--- config.mk ---
export PLATFORM = sky130hd
export DESIGN_NAME = hdmi_pixfmt
export DESIGN_NICKNAME = d
export VERILOG_FILES = /design/src/rtl/hdmi_pixfmt_pkg.sv /design/src/rtl/hdmi_pixfmt_rgb2ycbcr.sv /design/src/rtl/hdmi_pixfmt.sv
export SDC_FILE = /design/constraint.sdc
export NUM_CORES = 1
export LEC_CHECK = 0
export CELL_PAD_IN_SITES_DETAIL_PLACEMENT = 0
export CELL_PAD_IN_SITES_GLOBAL_PLACEMENT = 1
export CORE_ASPECT_RATIO = 0.6
export CORE_MARGIN = 5
export CORE_UTILIZATION = 52
export DETAILED_ROUTE_END_ITERATION = 6
export DONT_BUFFER_PORTS = 1
export PLACE_DENSITY = 0.85
export SLEW_MARGIN = 20
export SYNTH_ARGS = -nofsm -noshare
export SYNTH_HDL_FRONTEND = slang
export SYNTH_SLANG_ARGS = --single-unit
--- constraint.sdc ---
create_clock -name i_clk -period 6.75 [get_ports i_clk]
set_clock_uncertainty 0.05 [all_clocks]
set_input_delay 0.675 -clock i_clk [delete_from_list [all_inputs] [get_ports i_clk]]
set_output_delay 0.675 -clock i_clk [all_outputs]
set_load 0.05 [all_outputs]
--- src/rtl/hdmi_pixfmt_pkg.sv ---
`default_nettype none
// ============================================================================
// Module      : hdmi_pixfmt_pkg
// Description : Shared types, BT.601 coefficients and codes for hdmi_pixfmt.
// Revision    : 1.0 - initial release
// ============================================================================
package hdmi_pixfmt_pkg;

    typedef enum logic [1:0] {
        PIXFMT_RGB444 = 2'd0,
        PIXFMT_YCC444 = 2'd1,
        PIXFMT_YCC422 = 2'd2,
        PIXFMT_RSVD   = 2'd3
    } pixfmt_e;

    // BT.601 studio-range coefficients, scaled by 256
    localparam logic signed [17:0] c_y_r   =  18'sd66;
    localparam logic signed [17:0] c_y_g   =  18'sd129;
    localparam logic signed [17:0] c_y_b   =  18'sd25;
    localparam logic signed [17:0] c_cb_r  = -18'sd38;
    localparam logic signed [17:0] c_cb_g  = -18'sd74;
    localparam logic signed [17:0] c_cb_b  =  18'sd112;
    localparam logic signed [17:0] c_cr_r  =  18'sd112;
    localparam logic signed [17:0] c_cr_g  = -18'sd94;
    localparam logic signed [17:0] c_cr_b  = -18'sd18;
    localparam logic signed [17:0] c_round =  18'sd128;
    localparam logic signed [17:0] c_y_off =  18'sd16;
    localparam logic signed [17:0] c_c_off =  18'sd128;

    localparam logic [23:0] c_blank_rgb444 = 24'h000000;
    localparam logic [23:0] c_blank_ycc444 = 24'h801080;
    localparam logic [23:0] c_blank_ycc422 = 24'h008010;

    typedef struct packed {
        logic        vld;
        logic        hsync;
        logic        vsync;
        logic        de;
        logic [23:0] rgb;
        pixfmt_e     mode;
    } pix_side_t;

    typedef struct packed {
        pix_side_t   side;
        logic        pix_x0;
        logic [7:0]  y;
        logic [7:0]  cb;
        logic [7:0]  cr;
        logic [7:0]  cr_hold;
    } pix_pipe_t;

    typedef struct packed {
        logic        hsync;
        logic        vsync;
        logic        de;
        logic [23:0] data;
        pixfmt_e     mode;
    } pix_out_t;

    localparam pix_side_t c_side_rst = '0;
    localparam pix_pipe_t c_pipe_rst = '0;
    localparam pix_out_t  c_out_rst  = '0;

    function automatic pix_side_t side_reset(input pixfmt_e m);
        pix_side_t s;
        s      = c_side_rst;
        s.mode = m;
        return s;
    endfunction

    function automatic pix_pipe_t pipe_reset(input pixfmt_e m);
        pix_pipe_t p;
        p           = c_pipe_rst;
        p.side.mode = m;
        return p;
    endfunction

    function automatic pix_out_t out_reset(input pixfmt_e m);
        pix_out_t o;
        o      = c_out_rst;
        o.mode = m;
        return o;
    endfunction

    function automatic logic [7:0] clamp_u8(input logic signed [17:0] v);
        if (v < 18'sd0) begin
            return 8'd0;
        end else if (v > 18'sd255) begin
            return 8'hFF;
        end else begin
            return v[7:0];
        end
    endfunction

endpackage
`default_nettype wire

--- src/rtl/hdmi_pixfmt_rgb2ycbcr.sv ---
`default_nettype none
// ============================================================================
// Module      : hdmi_rgb2ycbcr
// Description : Two-stage BT.601 RGB888 to YCbCr conversion with clamping.
// Revision    : 1.0 - initial release
// ============================================================================
module hdmi_rgb2ycbcr
    import hdmi_pixfmt_pkg::*;
(
    input  logic        i_clk,
    input  logic        i_rst,
    input  logic [23:0] i_rgb,
    output logic [7:0]  o_y,
    output logic [7:0]  o_cb,
    output logic [7:0]  o_cr
);

    logic signed [17:0] w_r;
    logic signed [17:0] w_g;
    logic signed [17:0] w_b;
    logic signed [17:0] w_y_sum;
    logic signed [17:0] w_cb_sum;
    logic signed [17:0] w_cr_sum;
    logic signed [17:0] r_y_sum;
    logic signed [17:0] r_cb_sum;
    logic signed [17:0] r_cr_sum;
    logic signed [17:0] w_y_scl;
    logic signed [17:0] w_cb_scl;
    logic signed [17:0] w_cr_scl;
    logic [7:0]         r_y;
    logic [7:0]         r_cb;
    logic [7:0]         r_cr;

    assign w_r = $signed({10'd0, i_rgb[23:16]});
    assign w_g = $signed({10'd0, i_rgb[15:8]});
    assign w_b = $signed({10'd0, i_rgb[7:0]});

    assign w_y_sum  = c_y_r  * w_r + c_y_g  * w_g + c_y_b  * w_b + c_round;
    assign w_cb_sum = c_cb_r * w_r + c_cb_g * w_g + c_cb_b * w_b + c_round;
    assign w_cr_sum = c_cr_r * w_r + c_cr_g * w_g + c_cr_b * w_b + c_round;

    always_ff @(posedge i_clk) begin
        if (i_rst) begin
            r_y_sum  <= '0;
            r_cb_sum <= '0;
            r_cr_sum <= '0;
        end else begin
            r_y_sum  <= w_y_sum;
            r_cb_sum <= w_cb_sum;
            r_cr_sum <= w_cr_sum;
        end
    end

    // Arithmetic shift floors negative chroma sums before the offset
    assign w_y_scl  = (r_y_sum  >>> 8) + c_y_off;
    assign w_cb_scl = (r_cb_sum >>> 8) + c_c_off;
    assign w_cr_scl = (r_cr_sum >>> 8) + c_c_off;

    always_ff @(posedge i_clk) begin
        if (i_rst) begin
            r_y  <= '0;
            r_cb <= '0;
            r_cr <= '0;
        end else begin
            r_y  <= clamp_u8(w_y_scl);
            r_cb <= clamp_u8(w_cb_scl);
            r_cr <= clamp_u8(w_cr_scl);
        end
    end

    assign o_y  = r_y;
    assign o_cb = r_cb;
    assign o_cr = r_cr;

endmodule
`default_nettype wire

--- src/rtl/hdmi_pixfmt.sv ---
`default_nettype none
// ============================================================================
// Module      : hdmi_pixfmt
// Description : HDMI pixel formatter: RGB444 / YCbCr444 / YCbCr422 output.
// Revision    : 1.0 - initial release
// ============================================================================
module hdmi_pixfmt
    import hdmi_pixfmt_pkg::*;
#(
    parameter int DEFAULT_MODE = 2,
    parameter int EXTRA_DLY    = 0
) (
    input  logic        i_clk,
    input  logic        i_rst,
    input  logic [1:0]  i_mode,
    input  logic        i_hsync,
    input  logic        i_vsync,
    input  logic        i_de,
    input  logic [23:0] i_rgb,
    output logic        o_hsync,
    output logic        o_vsync,
    output logic        o_de,
    output logic [23:0] o_data,
    output logic [1:0]  o_mode
);

    localparam pixfmt_e c_default_mode =
        (DEFAULT_MODE == 3) ? PIXFMT_YCC422 : pixfmt_e'(2'(DEFAULT_MODE));

    logic      r_vs_prev;
    pixfmt_e   r_mode;
    logic      w_vs_rise;
    pixfmt_e   w_mode_req;

    pix_side_t r_s1;
    pix_side_t r_s2;
    pix_pipe_t r_s3;

    logic [7:0] w_y;
    logic [7:0] w_cb;
    logic [7:0] w_cr;
    logic [8:0] w_cb_sum;
    logic [8:0] w_cr_sum;
    logic [7:0] w_cb_avg;
    logic [7:0] w_cr_avg;

    pix_out_t  w_out;
    pix_out_t  r_out [0:EXTRA_DLY];

    assign w_vs_rise  = i_vsync & ~r_vs_prev;
    assign w_mode_req = (i_mode == 2'd3) ? PIXFMT_YCC422 : pixfmt_e'(i_mode);

    always_ff @(posedge i_clk) begin
        if (i_rst) begin
            r_vs_prev <= 1'b0;
            r_mode    <= c_default_mode;
        end else begin
            r_vs_prev <= i_vsync;
            if (w_vs_rise) begin
                r_mode <= w_mode_req;
            end
        end
    end

    // Sideband travels with the pixel; the latch-cycle pixel keeps the old mode
    always_ff @(posedge i_clk) begin
        if (i_rst) begin
            r_s1 <= side_reset(c_default_mode);
            r_s2 <= side_reset(c_default_mode);
        end else begin
            r_s1.vld   <= 1'b1;
            r_s1.hsync <= i_hsync;
            r_s1.vsync <= i_vsync;
            r_s1.de    <= i_de;
            r_s1.rgb   <= i_rgb;
            r_s1.mode  <= r_mode;
            r_s2       <= r_s1;
        end
    end

    hdmi_rgb2ycbcr u_conv (
        .i_clk (i_clk),
        .i_rst (i_rst),
        .i_rgb (i_rgb),
        .o_y   (w_y),
        .o_cb  (w_cb),
        .o_cr  (w_cr)
    );

    // Stage 3 holds pixel n while stage 2 / converter present pixel n+1
    assign w_cb_sum = {1'b0, r_s3.cb} + {1'b0, w_cb} + 9'd1;
    assign w_cr_sum = {1'b0, r_s3.cr} + {1'b0, w_cr} + 9'd1;
    assign w_cb_avg = w_cb_sum[8:1];
    assign w_cr_avg = w_cr_sum[8:1];

    always_ff @(posedge i_clk) begin
        if (i_rst) begin
            r_s3 <= pipe_reset(c_default_mode);
        end else begin
            r_s3.side   <= r_s2;
            r_s3.pix_x0 <= r_s2.de & r_s3.side.de & ~r_s3.pix_x0;
            r_s3.y      <= w_y;
            r_s3.cb     <= w_cb;
            r_s3.cr     <= w_cr;
            if (~r_s3.pix_x0) begin
                r_s3.cr_hold <= w_cr_avg;
            end
        end
    end

    always_comb begin
        w_out       = out_reset(r_s3.side.mode);
        w_out.hsync = r_s3.side.hsync;
        w_out.vsync = r_s3.side.vsync;
        w_out.de    = r_s3.side.de;
        if (!r_s3.side.vld) begin
            w_out.data = 24'h000000;
        end else if (!r_s3.side.de) begin
            case (r_s3.side.mode)
                PIXFMT_RGB444: w_out.data = c_blank_rgb444;
                PIXFMT_YCC444: w_out.data = c_blank_ycc444;
                default:       w_out.data = c_blank_ycc422;
            endcase
        end else begin
            case (r_s3.side.mode)
                PIXFMT_RGB444: w_out.data = r_s3.side.rgb;
                PIXFMT_YCC444: w_out.data = {r_s3.cr, r_s3.y, r_s3.cb};
                default: begin
                    if (r_s3.pix_x0) begin
                        w_out.data = {8'h00, r_s3.cr_hold, r_s3.y};
                    end else if (r_s2.de) begin
                        w_out.data = {8'h00, w_cb_avg, r_s3.y};
                    end else begin
                        // Unpaired last pixel of a line keeps its own chroma
                        w_out.data = {8'h00, r_s3.cb, r_s3.y};
                    end
                end
            endcase
        end
    end

    always_ff @(posedge i_clk) begin
        if (i_rst) begin
            for (int i = 0; i <= EXTRA_DLY; i++) begin
                r_out[i] <= out_reset(c_default_mode);
            end
        end else begin
            r_out[0] <= w_out;
            for (int i = 1; i <= EXTRA_DLY; i++) begin
                r_out[i] <= r_out[i-1];
            end
        end
    end

    assign o_hsync = r_out[EXTRA_DLY].hsync;
    assign o_vsync = r_out[EXTRA_DLY].vsync;
    assign o_de    = r_out[EXTRA_DLY].de;
    assign o_data  = r_out[EXTRA_DLY].data;
    assign o_mode  = r_out[EXTRA_DLY].mode;

endmodule
`default_nettype wire
==> results.txt <==
Kind of critical path - in -> reg
Largest net degree at the start of global routing - 163
Syn Area/Cell - 9.85 um^2
DRT antenna net count - 0
Post-CTS Setup Bufs - 0
CP Capture Type - register
First-pass GRT wire length - 57300 um
Hold-fix buffers, CTS - 0
Root Buffer Master - clkbuf_16
Met1 WL - 18900 um
Slew headroom - 35.6%
Layout cells sized above 1 - 4.28%
H-tree Lvls - 1
Met3 routed WL - 3470 um
Pre-antenna DRT Iters - 5
Final #Nets - 1988
Final Slew Violations - 0
Post-synth top flop - dfxtp_1
Area leader, netlist - dfxtp_1
Most frequent cells in the layout - ha_1 (301), inv_1 (208), dfxtp_1 (208)
Routability cong. - 0.956
Drt wl/cell - 18.6 um
Synth warnings - 0
Die height - 143 um
CP arrival - 6.50 ns
Commonest non-fill, non-tap cell in the layout - ha_1
Core area - 29000 um^2
Hold_sp - i_rst
Leakage Power - 0.00782 uW
I/O Buffers - 0
Grt ovf - 0
DR WL met2 - 13800 um
Initial antenna violation count - 0
Area grow syn2layout - 6.50%
Post-route setup TNS - 0 ns
Cells after synthesis - 1565
Hold Slack - 0.216 ns
Worst path required time - 7.08 ns
Clk pin slew, worst setup/hold paths - 0.07 ns
Worst r2r dst - r_out[0][15]
Outcome - completed
Asr flop ratio synth - 0%
Routed wire length - 36500 um
DR vias - 10.3k
Post-synth top area share - 27.0%
IO Pins - 60
Vias in the first global route - 10.4k
Cell row count - 48
Top area cells in the synthesized netlist - dfxtp_1 (27%), ha_1 (24%), fa_1 (13%), inv_1 (5.1%), nor2b_1 (4.5%)
# diodes - 0
Critical R2R Launch - r_s3[16]
Register area share after synthesis - 27.0%
Max IR drop VDD - 0.480 mV
Max FO, Critical Path - 9
Library cells used by synthesis - 69
R2R setup slack - 4.35 ns
CTS tree - yes
Worst Hold Depth - 1
Post-route minimum period - 6.17 ns
Post-synthesis register bit count - 208
Top layer in use - met4
Final Cycle Share - 91.3%
GRT Total Usage - 22.4%
Post-Route Utilization - 56.6%
Final setup viols - 0
Post-CTS sizing - 0
Number of synthesized flops with an enable pin - 0
RSZ-0062 raised after global routing - false
Post-synthesis cell area - 15400 um^2
Fmax - 162 MHz
Hold Crit Class - in -> reg
Final Hold Fails - 0
Pre-CTS setup slack - 0.111 ns
Worst r2r path cells - 9
DRC viols - 0
Worst Hold End - u_conv.r_y_sum[9]
Clock Sinks - 208
Num CTS Buffers - 17
Vias/cell - 5.24
Clock Path Buffers - 3
Setup crit start kind - input pin
Pwr dens - 503 nW/um^2
DRT iter0 DRCs - 564
Die ar. - 33300 um^2
Final worst setup slack - 0.585 ns
Starting Density - 53.2%
DP HPWL - 30200 um
Max-cap viol count - 0
Later-pin clock latency in the skew report - 0.50 ns
Mapped Nets - 1997
Die width - 232 um
Least-Margin Pin Slew - 0.965 ns
cells by family after synthesis:
kind of cell / after synthesis / synth area share (%)
buffers and inverters: 244 / 5.95
muxes: 31 / 2.07
DFF: 208 / 27.0
AOI/OAI and AO/OA: 236 / 10.6
adders and majority gates: 401 / 37.4
xor gates and xnor gates: 91 / 5.17
and+or+nand+nor: 354 / 11.8
Yosys cell counts, drive strengths merged, types with 4 or more instances:
master and number:
o21a 27, a211oi 12, mux2 4, fa 100, dfxtp 208, nand2 37
clkbuf 25, o21ai 36, nand2b 11, nor2b 112, nor4 4, nor2 117
nor3 17, o31ai 4, and2 4, xnor2 63, nand3 16, mux2i 27
inv 208, buf 9, nor3b 5, a21oi 87, a31oi 5, a2111oi 4
ha 301, or2 11, o21bai 16, a21o 24, xor2 28
worst max-delay path, cell delays in order:
cell	delay [ns]
inv_1	0.08
ha_1	0.37
inv_1	0.15
fa_1	0.48
fa_1	0.55
inv_1	0.06
fa_1	0.53
inv_1	0.04
ha_1	0.34
o31ai_1	0.31
nor2_1	0.07
a21oi_1	0.18
xnor2_1	0.19
fa_1	0.47
ha_1	0.30
ha_1	0.33
nand3_1	0.09
a21oi_1	0.24
o41ai_4	0.15
a21oi_2	0.27
o41ai_4	0.12
o21bai_1	0.18
mux2_4	0.32
through the flow:
stage | area (um^2) | power, uW | instances
final | 16400 | 8260 | 1967
after global routing | 16400 | 9110 | 1967
after global placement | 15800 | 7110 | 1937
after CTS | 16400 | 8310 | 1967
after floorplan | 15400 | 6060 | 1565
after detailed placement | 15800 | 7200 | 1937
registers in the layout, summed over array words and instances, names as in the netlist:
name and flops:
r_s1 30, u_conv.r_cr_sum 10, u_conv.o_y 8, r_s3 63, u_conv.o_cr 8, r_s2 30, u_conv.r_cb_sum 10, u_conv.o_cb 8
u_conv.r_y_sum 10, r_mode 2, r_out 29
how the worst max path moves through the flow:
stage | from | to | slack [ns] | cells past startpoint
after global routing | i_rgb[12] | u_conv.r_cb_sum[17] | 0.31 | 23
after detailed placement | i_rgb[12] | u_conv.r_cb_sum[17] | 0.11 | 23
after CTS | i_rgb[12] | u_conv.r_cb_sum[17] | 0.66 | 23
after global placement | i_rgb[12] | u_conv.r_cb_sum[17] | 0.23 | 23
final | i_rgb[12] | u_conv.r_cb_sum[17] | 0.58 | 23
after floorplan | i_rgb[13] | u_conv.r_cb_sum[17] | 0.55 | 22
area by class of cell:
| cell class | count | area, um^2 |
|---|---|---|
| multi-input combinational | 1113 | 10300 |
| clock buffer | 19 | 443 |
| tap | 400 | 500 |
| sequential | 208 | 4160 |
| inverter | 210 | 788 |
| clock inverter | 11 | 143 |
| timing repair buffer | 6 | 45.0 |
| fill | 2616 | 12600 |
per-layer routing:
layer  vias to the layer above  track usage [%]
met3                        34             8.73
met2                       233             31.1
met1                      4878             33.9
met5                         -                0
met4                         0             2.42
li1                       5168                -
report_power, final:
group	switching (uW)	internal (uW)	leakage, uW
combinational	3100	2520	0.00582
clock	448	596	0.000291
sequential	115	1480	0.00171
total	3670	4600	0.00782
No activity file was read; power rests on OpenSTA's default activity.
